File: config.mk
export PLATFORM = sky130hd
export DESIGN_NAME = seq_divider_32_bit
export DESIGN_NICKNAME = d
export VERILOG_FILES = /design/src/rtl/kgp_risc_pkg.sv /design/src/rtl/subtractor_32_bit.sv /design/src/rtl/seq_divider_32_bit.sv
export SDC_FILE = /design/constraint.sdc
export NUM_CORES = 1
export LEC_CHECK = 0
export CAP_MARGIN = 20
export CORE_MARGIN = 2
export CORE_UTILIZATION = 27
export DETAILED_ROUTE_END_ITERATION = 6
export PLACE_DENSITY = 0.53
export SLEW_MARGIN = 20
export SYNTH_ARGS = -nofsm -noshare
export SYNTH_HDL_FRONTEND = slang
export SYNTH_SLANG_ARGS = --single-unit
File: constraint.sdc
create_clock -name i_clk -period 5.4 [get_ports i_clk]
set_input_delay 0.54 -clock i_clk [delete_from_list [all_inputs] [get_ports i_clk]]
set_output_delay 0.54 -clock i_clk [all_outputs]
set_load 0.1 [all_outputs]
File: src/rtl/kgp_risc_pkg.sv
// -----------------------------------------------------------------------------
// kgp_risc_pkg
// Shared definitions for the KGP-RISC ALU datapath blocks.
//   div_state_e   : sequential divider control states (IDLE/RUN/DONE)
//   DIV_ITERS     : number of subtract-and-shift iterations per divide
//   DIV_ZERO_QUOT : quotient reported for a zero divisor
//   abs32()       : two's-complement magnitude (0x8000_0000 maps to itself,
//                   which is the correct unsigned magnitude)
// -----------------------------------------------------------------------------
package kgp_risc_pkg;

  typedef enum logic [1:0] {
    IDLE = 2'd0,
    RUN  = 2'd1,
    DONE = 2'd2
  } div_state_e;

  localparam int          DIV_ITERS     = 32;
  localparam logic [31:0] DIV_ZERO_QUOT = 32'hFFFF_FFFF;

  function automatic logic [31:0] abs32(input logic [31:0] v);
    return v[31] ? (32'd0 - v) : v;
  endfunction

endpackage

File: src/rtl/subtractor_32_bit.sv
// -----------------------------------------------------------------------------
// subtractor_32_bit
// Combinational a - b, formed as a + ~b + 1. The carry-out is the inverse of
// the borrow: c_out = 1 means a >= b (unsigned).
//   i_a, i_b : operands
//   o_diff   : a - b modulo 2^32
//   o_c_out  : carry out of the addition (borrow = ~o_c_out)
// -----------------------------------------------------------------------------
module subtractor_32_bit #(
  parameter int WIDTH = 32
) (
  input  logic [WIDTH-1:0] i_a,
  input  logic [WIDTH-1:0] i_b,
  output logic [WIDTH-1:0] o_diff,
  output logic             o_c_out
);

  assign {o_c_out, o_diff} = {1'b0, i_a} + {1'b0, ~i_b} + {{WIDTH{1'b0}}, 1'b1};

endmodule

File: src/rtl/seq_divider_32_bit.sv
// -----------------------------------------------------------------------------
// seq_divider_32_bit
// Iterative restoring divider, one quotient bit per cycle. A start pulse
// accepted outside RUN launches a 32-iteration run; done pulses for one cycle
// when quotient/remainder are loaded. A zero divisor skips RUN entirely.
//   i_clk, i_rst         : clock, asynchronous active-high reset
//   i_start              : request pulse, ignored while busy
//   i_dividend/i_divisor : operands, sampled on the accepting edge
//   i_is_signed          : signed select (only when DIV_SIGNED_EN is defined)
//   o_busy               : high in RUN
//   o_done               : one-cycle completion pulse (DONE state)
//   o_quotient/o_remainder/o_div_by_zero : registered results
// Optional feature macro: DIV_SIGNED_EN (adds i_is_signed and sign fix-up).
// -----------------------------------------------------------------------------
module seq_divider_32_bit
  import kgp_risc_pkg::*;
#(
  parameter int WIDTH = 32
) (
  input  logic             i_clk,
  input  logic             i_rst,
  input  logic             i_start,
  input  logic [WIDTH-1:0] i_dividend,
  input  logic [WIDTH-1:0] i_divisor,
`ifdef DIV_SIGNED_EN
  input  logic             i_is_signed,
`endif
  output logic             o_busy,
  output logic             o_done,
  output logic [WIDTH-1:0] o_quotient,
  output logic [WIDTH-1:0] o_remainder,
  output logic             o_div_by_zero
);

  localparam int CNT_W = $clog2(DIV_ITERS);

  div_state_e       r_state, w_state_nxt;
  logic [WIDTH-1:0] r_rem, r_quo, r_dvs;
  logic [CNT_W-1:0] r_cnt;
  logic             r_neg_q, r_neg_r;

  logic             w_accept, w_dvs_zero, w_last;
  logic [WIDTH-1:0] w_dvd_mag, w_dvs_mag;
  logic             w_neg_q, w_neg_r;
  logic [WIDTH-1:0] w_sub_a, w_trial, w_rem_nxt, w_quo_nxt;
  logic             w_c_out, w_borrow;

  assign w_accept   = i_start && (r_state != RUN);
  assign w_dvs_zero = (i_divisor == '0);
  assign w_last     = (r_cnt == CNT_W'(DIV_ITERS - 1));

`ifdef DIV_SIGNED_EN
  // Signed operands run through the unsigned core as magnitudes; the sign
  // fix-up is remembered here and applied when the result is loaded.
  assign w_dvd_mag = i_is_signed ? abs32(i_dividend) : i_dividend;
  assign w_dvs_mag = i_is_signed ? abs32(i_divisor)  : i_divisor;
  assign w_neg_q   = i_is_signed && (i_dividend[WIDTH-1] ^ i_divisor[WIDTH-1]);
  assign w_neg_r   = i_is_signed && i_dividend[WIDTH-1];
`else
  assign w_dvd_mag = i_dividend;
  assign w_dvs_mag = i_divisor;
  assign w_neg_q   = 1'b0;
  assign w_neg_r   = 1'b0;
`endif

  // Shifted partial remainder is really 33 bits: its top bit is r_rem's MSB.
  // If that bit is set the value exceeds any 32-bit divisor, so there is no
  // borrow and the low 32 bits of the difference are the exact new remainder.
  assign w_sub_a = {r_rem[WIDTH-2:0], r_quo[WIDTH-1]};

  subtractor_32_bit #(.WIDTH(WIDTH)) u_trial_sub (
    .i_a     (w_sub_a),
    .i_b     (r_dvs),
    .o_diff  (w_trial),
    .o_c_out (w_c_out)
  );

  assign w_borrow  = ~w_c_out & ~r_rem[WIDTH-1];
  assign w_rem_nxt = w_borrow ? w_sub_a : w_trial;
  assign w_quo_nxt = {r_quo[WIDTH-2:0], ~w_borrow};

  // State register
  always_ff @(posedge i_clk or posedge i_rst) begin
    if (i_rst) r_state <= IDLE;
    else       r_state <= w_state_nxt;
  end

  // Next-state logic
  always_comb begin
    w_state_nxt = r_state;
    case (r_state)
      IDLE, DONE: begin
        if (w_accept) w_state_nxt = w_dvs_zero ? DONE : RUN;
        else          w_state_nxt = IDLE;
      end
      RUN:     if (w_last) w_state_nxt = DONE;
      default: w_state_nxt = IDLE;
    endcase
  end

  // Datapath and result registers
  always_ff @(posedge i_clk or posedge i_rst) begin
    if (i_rst) begin
      r_rem         <= '0;
      r_quo         <= '0;
      r_dvs         <= '0;
      r_cnt         <= '0;
      r_neg_q       <= 1'b0;
      r_neg_r       <= 1'b0;
      o_quotient    <= '0;
      o_remainder   <= '0;
      o_div_by_zero <= 1'b0;
    end else if (w_accept) begin
      r_dvs         <= w_dvs_mag;
      r_neg_q       <= w_neg_q;
      r_neg_r       <= w_neg_r;
      o_div_by_zero <= w_dvs_zero;
      if (w_dvs_zero) begin
        // Raw dividend, regardless of signedness
        o_quotient  <= DIV_ZERO_QUOT;
        o_remainder <= i_dividend;
      end else begin
        r_rem <= '0;
        r_quo <= w_dvd_mag;
        r_cnt <= '0;
      end
    end else if (r_state == RUN) begin
      r_rem <= w_rem_nxt;
      r_quo <= w_quo_nxt;
      r_cnt <= r_cnt + 1'b1;
      if (w_last) begin
        o_quotient  <= r_neg_q ? ('0 - w_quo_nxt) : w_quo_nxt;
        o_remainder <= r_neg_r ? ('0 - w_rem_nxt) : w_rem_nxt;
      end
    end
  end

  assign o_busy = (r_state == RUN);
  assign o_done = (r_state == DONE);

endmodule

# Word-level counts from Yosys, hierarchy flattened
# Cells that the tools add are included.
# word_totals
word_cells,53
ff_bits,168
in_bits,67
out_inout_bits,67
# op_classes
bitwise_logic,5
addsub,3
mux,22
n_eq_ne,7
reduce_logical,8
# op_table
op,n
$mux 32,15
$add 32x32->33,1
$add 33x1->33 const B,1
$logic_not 32->1,1
$not 32->32,1
$mux 5,3
$mux 2,3
$ne 2x1->1 const B,3
$add 5x1->5 const B,1
$eq 5x5->1 const B,1
$pmux 2 s2,1
$reduce_bool 2->1,2
$not 1->1,3
$reduce_and 3->1,1
$eq 2x1->1 const B,1
$eq 2x2->1 const B,1
$logic_not 2->1,1
$ne 2x2->1 const B,1
$reduce_and 2->1,1
$reduce_or 2->1,1
$and 1x1->1,1
$logic_and 1x1->1,1

# Longest topological paths before layout
# Gate-level depths: netlist of the first run.
# depth
word_depth,9
mapped_depth,13

# By module
# A second synthesis of the first run with hierarchy kept.
# unflattened
cells_unflattened,905
hier_area_um2,9086.2
# modules_own_cells
mod,cells_each,area_per_inst_um2,instances
seq_divider_32_bit,603,7104.3,1
subtractor_32_bit,302,1981.9,1

# Worst setup path after synthesis of the first run
# OpenSTA, ideal clock, no wires.
# synth_path
path_kind,register to register
start,register r_quo[31]
end,register r_rem[18]
n_path_buf,2
required_ns,5.266
arrival_ns,2.609
slack_ns,2.657
stages_incl_launch_ff,14
path_cell_list,dfrtp_1 inv_1 ha_1 fa_1 nand2b_1 a21oi_2 o21ai_2 a211oi_4 nor3_4 or2_4 buf_6 buf_6 a32oi_1 o31ai_1
# synth_between
elab_chain_cells,7
# synth_lines
item,line,text
start: declaration,seq_divider_32_bit.sv:38,"logic [WIDTH-1:0] r_rem, r_quo, r_dvs;"
start signal: assignment,seq_divider_32_bit.sv:124,r_quo <= w_dvd_mag;
start signal: assignment,seq_divider_32_bit.sv:129,r_quo <= w_quo_nxt;
$add 32x32->33 *,subtractor_32_bit.sv:18,"assign {o_c_out, o_diff} = {1'b0, i_a} + {1'b0, ~i_b} + {{WIDTH{1'b0}}, 1'b1};"
$add 33x1->33 *,subtractor_32_bit.sv:18,
$not 1->1,seq_divider_32_bit.sv:78,assign w_borrow = ~w_c_out & ~r_rem[WIDTH-1];
$and 1x1->1,seq_divider_32_bit.sv:78,
$mux 32 *,seq_divider_32_bit.sv:79,assign w_rem_nxt = w_borrow ? w_sub_a : w_trial;
$mux 32 *,seq_divider_32_bit.sv:127,end else if (r_state == RUN) begin
$mux 32 *,seq_divider_32_bit.sv:113,end else if (w_accept) begin
end signal: assignment,seq_divider_32_bit.sv:128,r_rem <= w_rem_nxt;
end: declaration,seq_divider_32_bit.sv:38,
# Mark *: on every way between the ends. The rest lies on a longest branch, timed or not. The select of a mux whose other input is x is not followed.
# A chain may end at the register's enable or synchronous reset.

# Final worst setup path of the first run
# layout_path
start,register r_state[1]
end,output port o_busy
# layout_between
elab_chain_cells,1
# layout_lines
item,line,text
start: declaration,seq_divider_32_bit.sv:37,"div_state_e r_state, w_state_nxt;"
start signal: assignment,seq_divider_32_bit.sv:85,else r_state <= w_state_nxt;
$eq 2x1->1,seq_divider_32_bit.sv:138,assign o_busy = (r_state == RUN);
end: declaration,seq_divider_32_bit.sv:28,"output logic o_busy,"
# Every way passes these cells.

==> reports/results.ini, run 1 <==
[global_route]
grt_max_degree = 107
grt_antenna_before_repair = 0
grt_overflow_total = 0
grt_pass1_vias = 7800
grt_pass1_wl_um = 45400
track_usage = 0.162

[worst_setup_path]
end_kind = primary output
setup.worst_path.class = reg2out
cp_slowest_cell = clkdlybuf4s50_1
path_buf_inv = 3
cp_slowest_stage_delay_ns = 1.27
arrival_ns = 3.11
required_ns = 4.86
path_delay_family = buffers and inverters
cp_cell_sequence = nand2b_1 > buf_4 > inv_1 > clkdlybuf4s50_1
crit_fanout = 50
critPathLaunchType = flop

[hold_path]
hold_path_class = reg2reg

[cells_and_area]
seq_area_mm2 = 0.00420
nFillCells = 3470
drive_above_1_share = 0.0541
syn_to_final_growth_pct = 24.7
diodes = 0
final_common_cell = dfrtp_1
layoutNonFillerInstCount = 1612
nets = 1254
multi_input_area_mm2 = 0.00457
final_cell_mix = 168 x dfrtp_1, 138 x nand2_1, 133 x clkdlybuf4s50_1, 114 x o21ai_0, 103 x nor2_1

[routing]
postRouteAntennaNets = 0
vias_per_cell = 4.96
wl_um = 28700
drc = 0
top_layer = met4
dr_wl_met2_um = 12500
avgRoutedWirePerCell_um = 17.8
drt_pre_antenna_iters = 5
wl_met1_um = 14500
drt_iter0_drc = 549
wl_met3_um = 1330
num_vias = 7994

[placement]
placed_cells_incl_taps = 1581
portBuffers = 133
routabilityCongestion = 0.801
dp_hpwl_um = 21000

[yosys]
synth_top_family_by_area = compound AO/OA/AOI/OAI gates
synth-seq-cells = 168
synth_area_mm2 = 0.00925
synth.top_cell.area_share = 0.454
yosysUniqueCellTypes = 58
synth_edf_count = 0
netlist_instances = 1059
synth_compound_area_frac = 0.193
synthArstFlopShare = 1.00
synth_warnings = 0
synth-xor-area-share = 0.0246
synthAdderAreaFrac = 0.0481
ys_seq_area_frac = 0.454
synth.avg_cell_area_um2 = 8.74
synthFlopType = dfrtp_1
yosys-top-cells-area = dfrtp_1 45%, o21ai_0 6.2%, nand2_1 5.6%
synth_simple_gate_area_frac = 0.173
syn_nets = 1161
synthMuxAreaShare = 0.0530
synth.largest_area_cell = dfrtp_1

[sta]
period_share = 0.676
hold_viol = 0
period_minus_slack_ns = 3.65
rsz0062_at_grt = false
setup_viol_count_final = 0
hold_slack_ns = 0.491
finalSetupTns_ns = 0
worst_slew_pin_slew_ns = 1.04
slew_headroom = 0.307
slew_violations = 0
clock-skew-final_ns = 0.0162
max_freq_mhz = 274

[floorplan]
core_mm2 = 0.0336
ios = 134
die_area_mm2 = 0.0358
die_w_um = 189
die_h_um = 189
rows = 67
initial_core_util = 0.275

[cts]
clkLatencyLatePin_ns = 0.44
post_cts_buffers = 0
clkTransAtPathRegs_ns = 0.07
clkSinkCount = 168
htreeDepth = 4
post_cts_resized = 0
hold_buffers = 0
clock_path_buffers = 2
cts_tree = built
numCtsBuffers = 17
root_buffer = clkbuf_16

[run]
drv_cap = 0

[outcome]
status = complete, no violations

[final cells by class]
| class | instances | share of cell area |
|---|---|---|
| Timing Repair Buffer | 145 | 0.124 |
| Tap cell | 448 | 0.0486 |
| Clock buffer | 17 | 0.0369 |
| Sequential cell | 168 | 0.364 |
| Multi-Input combinational cell | 771 | 0.396 |
| Clock inverter | 14 | 0.0134 |
| Inverter | 49 | 0.0166 |
[sequential cells by signal, summed over array words and instances (netlist names)]
register and count:
o_quotient 32, o_remainder 32, r_dvs 32, r_quo 32, r_rem 32, r_cnt 5, r_state 2, o_div_by_zero 1
[path summary, 6_finish.rpt]
path | slack (ns) | cells past startpoint | startpoint | end
setup / recovery | 1.75 | 4 | r_state[1]$_DFFE_PP0P_ | o_busy
hold reg to reg | 0.49 | 2 | o_div_by_zero$_DFFE_PP0P_ | o_div_by_zero$_DFFE_PP0P_
hold / removal | 0.49 | 2 | o_div_by_zero$_DFFE_PP0P_ | o_div_by_zero$_DFFE_PP0P_
min in group asynchronous | 0.63 | 2 | i_rst | o_quotient[19]$_DFFE_PP0P_
max in group asynchronous | 3.95 | 3 | i_rst | r_state[1]$_DFFE_PP0P_
setup reg to reg | 1.76 | 12 | r_quo[31]$_DFFE_PP0P_ | o_remainder[22]$_DFFE_PP0P_
[cell usage after synthesis, drive strengths merged, types with 3 or more instances]
cell type and number:
a31oi 13, nor2 106, buf 17, a21o 11
o21bai 3, clkbuf 54, o31ai 6, inv 49
xor2 10, or3 6, nand2b 5, a21oi 86
nand4 12, nor2b 6, xnor2 16, mux2i 49
o21a 5, nor4 12, nor3 33, o21ai 120
o22ai 6, dfrtp 168, o211ai 11, and3 7
a221oi 3, a211oi 19, nand3 26, ha 34
and2 5, nand2 138
[metrics by stage]
| stage | utilization | instance area [um^2] | setup slack (ns) |
|---|---|---|---|
| after floorplan | - | 9250 | 0.313 |
| after global placement | 0.326 | 11000 | 1.20 |
| after detailed placement | 0.326 | 11000 | 1.19 |
| after CTS | 0.343 | 11500 | 1.66 |
| after global routing | 0.343 | 11500 | 1.50 |
| final | 0.343 | 11500 | 1.75 |
[per-layer routing]
layer | up-vias | GRT usage
li1 | 3881 | -
met1 | 3889 | 0.242
met2 | 208 | 0.247
met3 | 16 | 0.0237
met4 | 0 | 0.0370
met5 | - | 0
[cell families (layout without fill, tap and decap cells)]
group,count (synthesis),in the layout
AND/OR/NAND/NOR,361,361
AO/OA/AOI/OAI,300,300
flip-flops,168,168
buffers and inverters,120,225
multiplexers,49,49
adder cells (fa/ha/maj),35,35
XOR/XNOR,26,26
[worst reg2reg max path: stages (launching register included)]
cell and delay, ns:
dfrtp_1 0.35, inv_1 0.06, ha_1 0.23, fa_1 0.40, nand2b_1 0.20, a21oi_2 0.28
o21ai_2 0.15, a211oi_4 0.32, nor3_4 0.14, nor2_2 0.51, buf_4 0.35, mux2i_1 0.38
a211oi_1 0.13
Power of run 1 is left out: the tool's default activity adds up to more than one toggle a clock period on the data nets, which glitch-free logic cannot reach.
==> inputs of run 2 (changes only) <==
Clock period 5.4 ns to 3.2 ns, I/O delays scaled along.
==> reports/results.ini, run 2 (synthesized netlist as in run 1, its figures left out) <==
[cts]
cts_tree = built
clkSinkCount = 168  ; unchanged
hold_buffers = 0  ; unchanged
root_buffer = clkbuf_16
clkTransAtPathRegs_ns = 0.08  ; about the same
clock_path_buffers = 2  ; unchanged
numCtsBuffers = 17  ; unchanged
clkLatencyLatePin_ns = 0.44  ; about the same
htreeDepth = 4  ; unchanged

[cells_and_area]
syn_to_final_growth_pct = 27.7
nets = 1278  ; +1.9%
diodes = 0  ; unchanged
drive_above_1_share = 0.0782  ; +0.0241
final_cell_mix = 168 x dfrtp_1, 138 x nand2_1, 128 x clkdlybuf4s50_1, 114 x o21ai_0, 103 x nor2_1
final_common_cell = dfrtp_1

[worst_setup_path]
regToRegSetupSlack_ns = 0.19  ; -1.57 ns
required_ns = 3.49  ; -1.37 ns
end_kind = flop
crit_fanout = 6  ; -88%
critPathLaunchType = flop
arrival_ns = 3.30  ; +0.19 ns
setup.worst_path.class = reg2reg

[global_route]
grt_pass1_vias = 7693  ; -1.4%
grt_pass1_wl_um = 45500  ; +0.30%
track_usage = 0.163  ; +0.000789
grt_overflow_total = 0  ; unchanged
grt_max_degree = 107  ; unchanged
grt_antenna_before_repair = 0  ; unchanged

[floorplan]
core_mm2 = 0.0336  ; unchanged
ios = 134  ; unchanged
initial_core_util = 0.275  ; unchanged
die_area_mm2 = 0.0358  ; unchanged
die_w_um = 189  ; unchanged
die_h_um = 189  ; unchanged
rows = 67  ; unchanged

[routing]
wl_um = 28900  ; +0.78%
drt_pre_antenna_iters = 7  ; +2
wl_met1_um = 14600  ; +0.78%
top_layer = met4
wl_met3_um = 1900  ; +43%
drt_iter0_drc = 565  ; +2.9%
num_vias = 7963  ; -0.39%
drc = 0  ; unchanged
vias_per_cell = 4.86  ; -1.9%
postRouteAntennaNets = 0  ; unchanged
avgRoutedWirePerCell_um = 17.7  ; -0.75%
dr_wl_met2_um = 12200  ; -2.4%

[sta]
period_share = 0.940
slew_violations = 0  ; unchanged
setup_viol_count_final = 0  ; unchanged
worst_slew_pin_slew_ns = 1.07  ; +0.0300 ns
slew_headroom = 0.286  ; -0.0201
hold_slack_ns = 0.375  ; -0.116 ns
period_minus_slack_ns = 3.01
clock-skew-final_ns = 0.0112  ; -0.00498 ns
hold_viol = 0  ; unchanged
max_freq_mhz = 332

[outcome]
status = complete, no violations

[placement]
routabilityCongestion = 0.871  ; +8.8%
portBuffers = 133  ; unchanged
dp_hpwl_um = 21400  ; +1.9%

[hold_path]
hold_path_class = in2async

[run]
drv_cap = 0  ; unchanged

==> run 2: changes by cell type in the layout (fill, tap and decap cells not counted), sizes merged <==
cell	delta
clkdlybuf4s50	-5
clkbuf	+1
clkinvlp	+2
clkinv	-2
buf	+29
==> run 2: worst max-delay path, stage by stage, from the launching register on <==
cell and delay, ns:
dfrtp_1 0.35, inv_1 0.06, ha_1 0.23, fa_1 0.40, nand2b_1 0.20, a21oi_2 0.18
o21ai_2 0.12, a211oi_4 0.30, nor3_4 0.10, nor2_2 0.19, buf_4 0.19, mux2i_1 0.41
a211oi_1 0.14
==> run 2: layer usage <==
metal | vias to the layer above | GRT usage
met2 | 215 | 0.239
met4 | 0 | 0.0231
li1 | 3941 | -
met5 | - | 0
met1 | 3793 | 0.248
met3 | 14 | 0.0369
==> run 2: area by class of cell <==
cell class	count	area (um^2)
sequential	168	4200
multi-input combinational	771	4570
fill	3473	21800
tap	448	561
timing repair buffer	169	1700
clock inverter	14	156
clock buffer	18	429
inverter	49	188
==> run 2: per-stage QoR <==
stage | setup slack, ns | utilization | std cells | setup TNS [ns] | area [um^2]
2_1_floorplan | 0.457 | - | 1059 | 0 | 9260
3_3_place_gp | 0.0986 | 0.333 | 1602 | 0 | 11200
3_5_place_dp | 0.00812 | 0.333 | 1602 | 0 | 11200
4_1_cts | 0.102 | 0.351 | 1634 | 0 | 11800
5_1_grt | -0.000270 | 0.351 | 1637 | -0.000270 | 11800
6_report | 0.191 | 0.351 | 1637 | 0 | 11800
==> run 2: repair_timing <==
item / CTS / global route
gates resized for setup: 0 / 1
setup buffers: 0 / 3
setup endpoints to repair: 0 / 45
==> run 2: path summary, 6_finish.rpt <==
path                                       start                          end  depth (start not counted)
max                        r_quo[31]$_DFFE_PP0P_  o_remainder[27]$_DFFE_PP0P_                         12
min                                        i_rst   o_quotient[18]$_DFFE_PP0P_                          3
max reg2reg                r_quo[31]$_DFFE_PP0P_  o_remainder[27]$_DFFE_PP0P_                         12
min reg2reg                r_quo[31]$_DFFE_PP0P_        r_quo[31]$_DFFE_PP0P_                          2
max in group asynchronous                  i_rst        r_dvs[26]$_DFFE_PP0P_                          3
min in group i_clk                  i_divisor[3]         r_dvs[3]$_DFFE_PP0P_                          3
Power of run 2 is left out for the same reason.
